<file path="config.mk">
export PLATFORM = sky130hd
export DESIGN_NAME = rr_grant_scheduler
export DESIGN_NICKNAME = d
export VERILOG_FILES = /design/src/rtl/rr_grant_scheduler.sv
export SDC_FILE = /design/constraint.sdc
export NUM_CORES = 1
export LEC_CHECK = 0
export CAP_MARGIN = 0
export CORE_ASPECT_RATIO = 1.2
export CORE_UTILIZATION = 40
export DETAILED_ROUTE_END_ITERATION = 12
export GPL_TIMING_DRIVEN = 0
export PLACE_DENSITY_LB_ADDON = 0.1
export REMOVE_ABC_BUFFERS = 1
export SYNTH_ARGS = -nofsm -noshare
export SYNTH_HDL_FRONTEND = slang
export SYNTH_SLANG_ARGS = --single-unit
</file>
<file path="constraint.sdc">
create_clock -name clk -period 1.74 [get_ports clk]
set_input_delay 0.435 -clock clk [delete_from_list [all_inputs] [get_ports clk]]
set_output_delay 0.435 -clock clk [all_outputs]
set_load 0.05 [all_outputs]
</file>
<file path="src/rtl/rr_grant_scheduler.sv">
// ---------------------------------------------------------------------------
// rr_grant_scheduler
//   Four-requester round-robin scheduler for one shared resource. While idle it
//   rotates the request vector by a priority pointer and takes the lowest set
//   bit. The winner keeps a registered one-hot grant until it drops its request
//   or has held the grant for MAX_HOLD cycles.
//
// Ports
//   clk          in   1  rising-edge clock
//   rst_n        in   1  asynchronous active-low reset
//   req          in   4  request vector, bit i = requester i
//   grant        out  4  registered one-hot grant (or zero)
//   grant_id     out  2  index of granted requester, valid with grant_valid
//   grant_valid  out  1  high whenever any grant bit is high
//   timeout      out  1  one-cycle pulse after a grant is revoked by hold limit
// ---------------------------------------------------------------------------
module rr_grant_scheduler #(
    parameter int unsigned MAX_HOLD = 15,
    parameter int unsigned HOLD_W   = 4
) (
    input  logic       clk,
    input  logic       rst_n,
    input  logic [3:0] req,
    output logic [3:0] grant,
    output logic [1:0] grant_id,
    output logic       grant_valid,
    output logic       timeout
);

    typedef enum logic {
        IDLE  = 1'b0,
        GRANT = 1'b1
    } state_t;

    localparam logic [HOLD_W-1:0] HOLD_LAST = HOLD_W'(MAX_HOLD - 1);

    state_t            state_q, state_d;
    logic [3:0]        grant_q, grant_d;
    logic [1:0]        grant_id_q, grant_id_d;
    logic [1:0]        ptr_q, ptr_d;
    logic [HOLD_W-1:0] hold_cnt_q, hold_cnt_d;
    logic              timeout_q, timeout_d;

    logic [7:0]        req_dbl;
    logic [3:0]        rot;
    logic [1:0]        idx;
    logic [1:0]        winner;

    // Rotate right by ptr: rot[i] = req[(i + ptr) mod 4].
    always_comb begin
        req_dbl = {req, req} >> ptr_q;
        rot     = req_dbl[3:0];
    end

    // LSB-first search within the rotated vector, then undo the rotation.
    always_comb begin
        idx = 2'd3;
        if (rot[0]) begin
            idx = 2'd0;
        end else if (rot[1]) begin
            idx = 2'd1;
        end else if (rot[2]) begin
            idx = 2'd2;
        end
        winner = ptr_q + idx;
    end

    always_comb begin
        state_d    = state_q;
        grant_d    = grant_q;
        grant_id_d = grant_id_q;
        ptr_d      = ptr_q;
        hold_cnt_d = hold_cnt_q;
        timeout_d  = 1'b0;

        unique case (state_q)
            IDLE: begin
                if (req != 4'b0000) begin
                    state_d    = GRANT;
                    grant_d    = 4'b0001 << winner;
                    grant_id_d = winner;
                    ptr_d      = winner + 2'd1;
                    hold_cnt_d = '0;
                end
            end
            GRANT: begin
                // Release wins over timeout when both happen on the same edge.
                if (!req[grant_id_q]) begin
                    state_d    = IDLE;
                    grant_d    = '0;
                    grant_id_d = '0;
                end else if (hold_cnt_q == HOLD_LAST) begin
                    state_d    = IDLE;
                    grant_d    = '0;
                    grant_id_d = '0;
                    timeout_d  = 1'b1;
                end else begin
                    hold_cnt_d = hold_cnt_q + HOLD_W'(1);
                end
            end
            default: begin
                state_d = IDLE;
                grant_d = '0;
            end
        endcase
    end

    always_ff @(posedge clk or negedge rst_n) begin
        if (!rst_n) begin
            state_q    <= IDLE;
            grant_q    <= '0;
            grant_id_q <= '0;
            ptr_q      <= '0;
            hold_cnt_q <= '0;
            timeout_q  <= 1'b0;
        end else begin
            state_q    <= state_d;
            grant_q    <= grant_d;
            grant_id_q <= grant_id_d;
            ptr_q      <= ptr_d;
            hold_cnt_q <= hold_cnt_d;
            timeout_q  <= timeout_d;
        end
    end

    assign grant       = grant_q;
    assign grant_id    = grant_id_q;
    assign grant_valid = |grant_q;
    assign timeout     = timeout_q;

endmodule

</file>
==> out/results.tsv <==
stage	metric	value	unit
yosys	synthCells	82	
worst_setup_path	path_max_fanout	2	
worst_setup_path	cp-end-kind	output pin	
worst_setup_path	required	1.30	ns
floorplanning	die_h	50.0	µm
clocking	clock_latency	0.28	ns
global_routing	grt_pass1_vias	628	
routing	drc	0	
power	p_leak	0.471	nW
place	dpl.hpwl	1110	µm
worst_setup_path	cp-start-kind	flop	
clocking	h-tree-depth	1	
hold_path	min_path_type	reg -> reg	
floorplanning	dieArea	2100	µm²
sta	timing.fmax	0.546	GHz
status	status	finished with violations	
place	place_inst	113	
global_routing	grt_pass1_wl	2620	µm
yosys	avgSynthCellArea	9.38	µm²
layout	final_nets	112	
sta	period_needed	1.83	ns
layout	layout_commonest_cell	dfrtp_1	
floorplanning	io_pins	14	
status	violations	setup timing	
routing	drt-initial-drc-count	6	
power	power_density	1760	nW/µm²
sta	rsz0062_at_grt	yes	
worst_setup_path	max_stage_delay	0.54	ns
clocking	cts_buffers	3	
yosys	yosysWarnings	0	
layout	multiInputGateArea	450	µm²
yosys	synth_area	769	µm²
sta	setup_viol	3	
clocking	cts.sinks	14	
worst_setup_path	path_buf_inv	1	
floorplanning	fp.coreArea	1830	µm²
layout	drive_gt1_share	26.7	%
routing	route.detailed.wl_per_inst	13.5	µm
sta	skew	0.00409	ns
layout	antenna_cells	0	
sta	relSlewSlack	58.6	%
worst_setup_path	timing.critical_path.arrival	1.40	ns
worst_setup_path	critical_path_class	reg -> out	
yosys	synth_largest_area_cell	dfrtp_1	
clocking	cts-hold-fix-buffers	0	
floorplanning	initial_core_util	42.1	%
clocking	cts_tree	yes	
layout	area_delta_synth_final	33.7	%
layout	stdcell_count	120	
power	ir_drop	0.00117	V
clocking	cts_root_buf	clkbuf_4	
floorplanning	die_w	42.0	µm
clocking	clk_pin_slew	0.09	ns
routing	vias	652	
sta	hold_slack	0.519	ns
run	cap_violations	0	
worst_setup_path	path_delay_family	simple AND/OR/NAND/NOR gates	
clocking	cts.path.max_buffers	2	
sta	fin_crit_sh	105	%
yosys	yosys-top-cells-area	dfrtp_1 46%, ha_1 6.5%, nand2_1 6.3%	
global_routing	grt_max_degree	15	
global_routing	grt_overflow	0	
routing	first_pass_iters	4	
global_routing	track_usage	16.6	%
yosys	ys_seq_area_share	45.5	%
yosys	synth_top_area_share	45.5	%
routing	drtAntennaViolNets	0	
sta	hold_viol	0	
place	port_buffers	13	
worst_setup_path	crit_chain	or4_4, buf_8	
worst_setup_path	slowest_stage	or4_4	
yosys	ys_seq_elements	14	
sta	fin_ws	-0.0920	ns
routing	routed_via_density	5.43	
layout	seqCellArea	352	µm²
global_routing	antenna_found_initial	0	
floorplanning	row_count	17	
sta	maxSlewViolCount	0	
layout	nFillCells	164	
yosys	ys_types	28	
sta	worst_slew_pin_slew	0.619	ns
place	gp_congestion	0.769	
layout	most-common-layout-cells	13 x dfrtp_1, 12 x nand2_1, 8 x dlygate4sd2_1, 7 x nor2_1, 6 x o21ai_1	
routing	drt-total-wl	1620	µm
## per-layer routing
layer | vias to the layer above | GRT usage, % | part of all wire (%)
li1 | 328 | - | -
met1 | 306 | 21.5 | 50
met2 | 13 | 25.8 | 43
met3 | 5 | 3.30 | 3.5
met4 | 0 | 9.38 | 2.5
met5 | - | 0 | 0
## worst paths after layout
check | startpoint | to | slack (ns) | cells after the start
min in group asynchronous | rst_n | grant_id[1] | 0.53 | 1
worst min register to register | grant[2] | grant[2] | 0.52 | 2
worst max-delay path | grant[1] | grant_valid | -0.09 | 2
worst min-delay path | grant[2] | grant[2] | 0.52 | 2
max in group asynchronous | rst_n | ptr_q[1] | 0.78 | 1
worst max register to register | ptr_q[1] | grant[0] | -0.03 | 7
## stage by stage
step / power, mW / setup WS [ns] / cell area, µm² / TNS [ns] / util (%)
finish: 1.81 / -0.0920 / 1030 / -0.151 / 56.2
CTS: 1.75 / -0.0829 / 987 / -0.0864 / 54.0
global placement: 1.44 / -0.872 / 920 / -7.19 / 50.3
floorplan: 1.19 / -0.103 / 766 / -0.482 / -
global route: 1.94 / -0.109 / 1030 / -0.384 / 56.2
detailed placement: 1.45 / -0.878 / 920 / -7.46 / 50.3
## sequential cells by signal (all words and copies together), names as in the netlist
signal / cells
hold_cnt_q: 4
state_q: 1
timeout: 1
ptr_q: 2
grant_id: 2
grant: 4
## synthesized netlist by cell type
cell type,number
and2_1,1
mux4_2,1
nor4_1,2
a22o_1,1
nand3_1,4
xor2_1,1
nand4_1,1
a21oi_1,4
o21ai_1,5
a2bb2oi_1,1
inv_1,4
or2_0,1
ha_1,4
nand2b_1,2
o211ai_2,1
clkbuf_1,1
nor2_1,8
o31a_1,1
and3_4,1
o21ai_2,1
nand3_4,1
dfrtp_1,14
nand2_1,13
o21ai_0,4
or3_1,1
a211oi_1,2
or2_1,1
or4_1,1
## area by class of cell
| type | instances | area share, % |
|---|---|---|
| multi-input combinational | 63 | 43.8 |
| timing repair buffer | 16 | 14.7 |
| inverter | 4 | 1.46 |
| clock buffer | 4 | 3.53 |
| tap | 19 | 2.31 |
| sequential | 14 | 34.2 |
## tightest hold or removal path: stages (launching register included)
cell and delay [ns]:
dfrtp_1 0.37, nand2_1 0.06, nand2_1 0.06
## cells by family after synthesis
logic type / Yosys count / synth area share, %
multiplexers: 1 / 2.93
flip-flops: 14 / 45.5
buffers and inverters: 5 / 2.44
XOR/XNOR: 1 / 1.14
AND/OR/NAND/NOR: 37 / 24.9
AO/OA/AOI/OAI: 20 / 16.6
adder cells (fa/ha/maj): 4 / 6.50
## power by group
part	total (mW)	switching (mW)	internal [mW]
sequential	0.563	0.130	0.433
combinational	1.01	0.602	0.408
clock	0.237	0.110	0.127
## timing repair
item,in CTS,in global routing
pin swaps,3,2
setup endpoints to repair,19,7
gates resized for setup,30,9
buffers inserted,2,1
No activity file was read; power rests on OpenSTA's default activity.
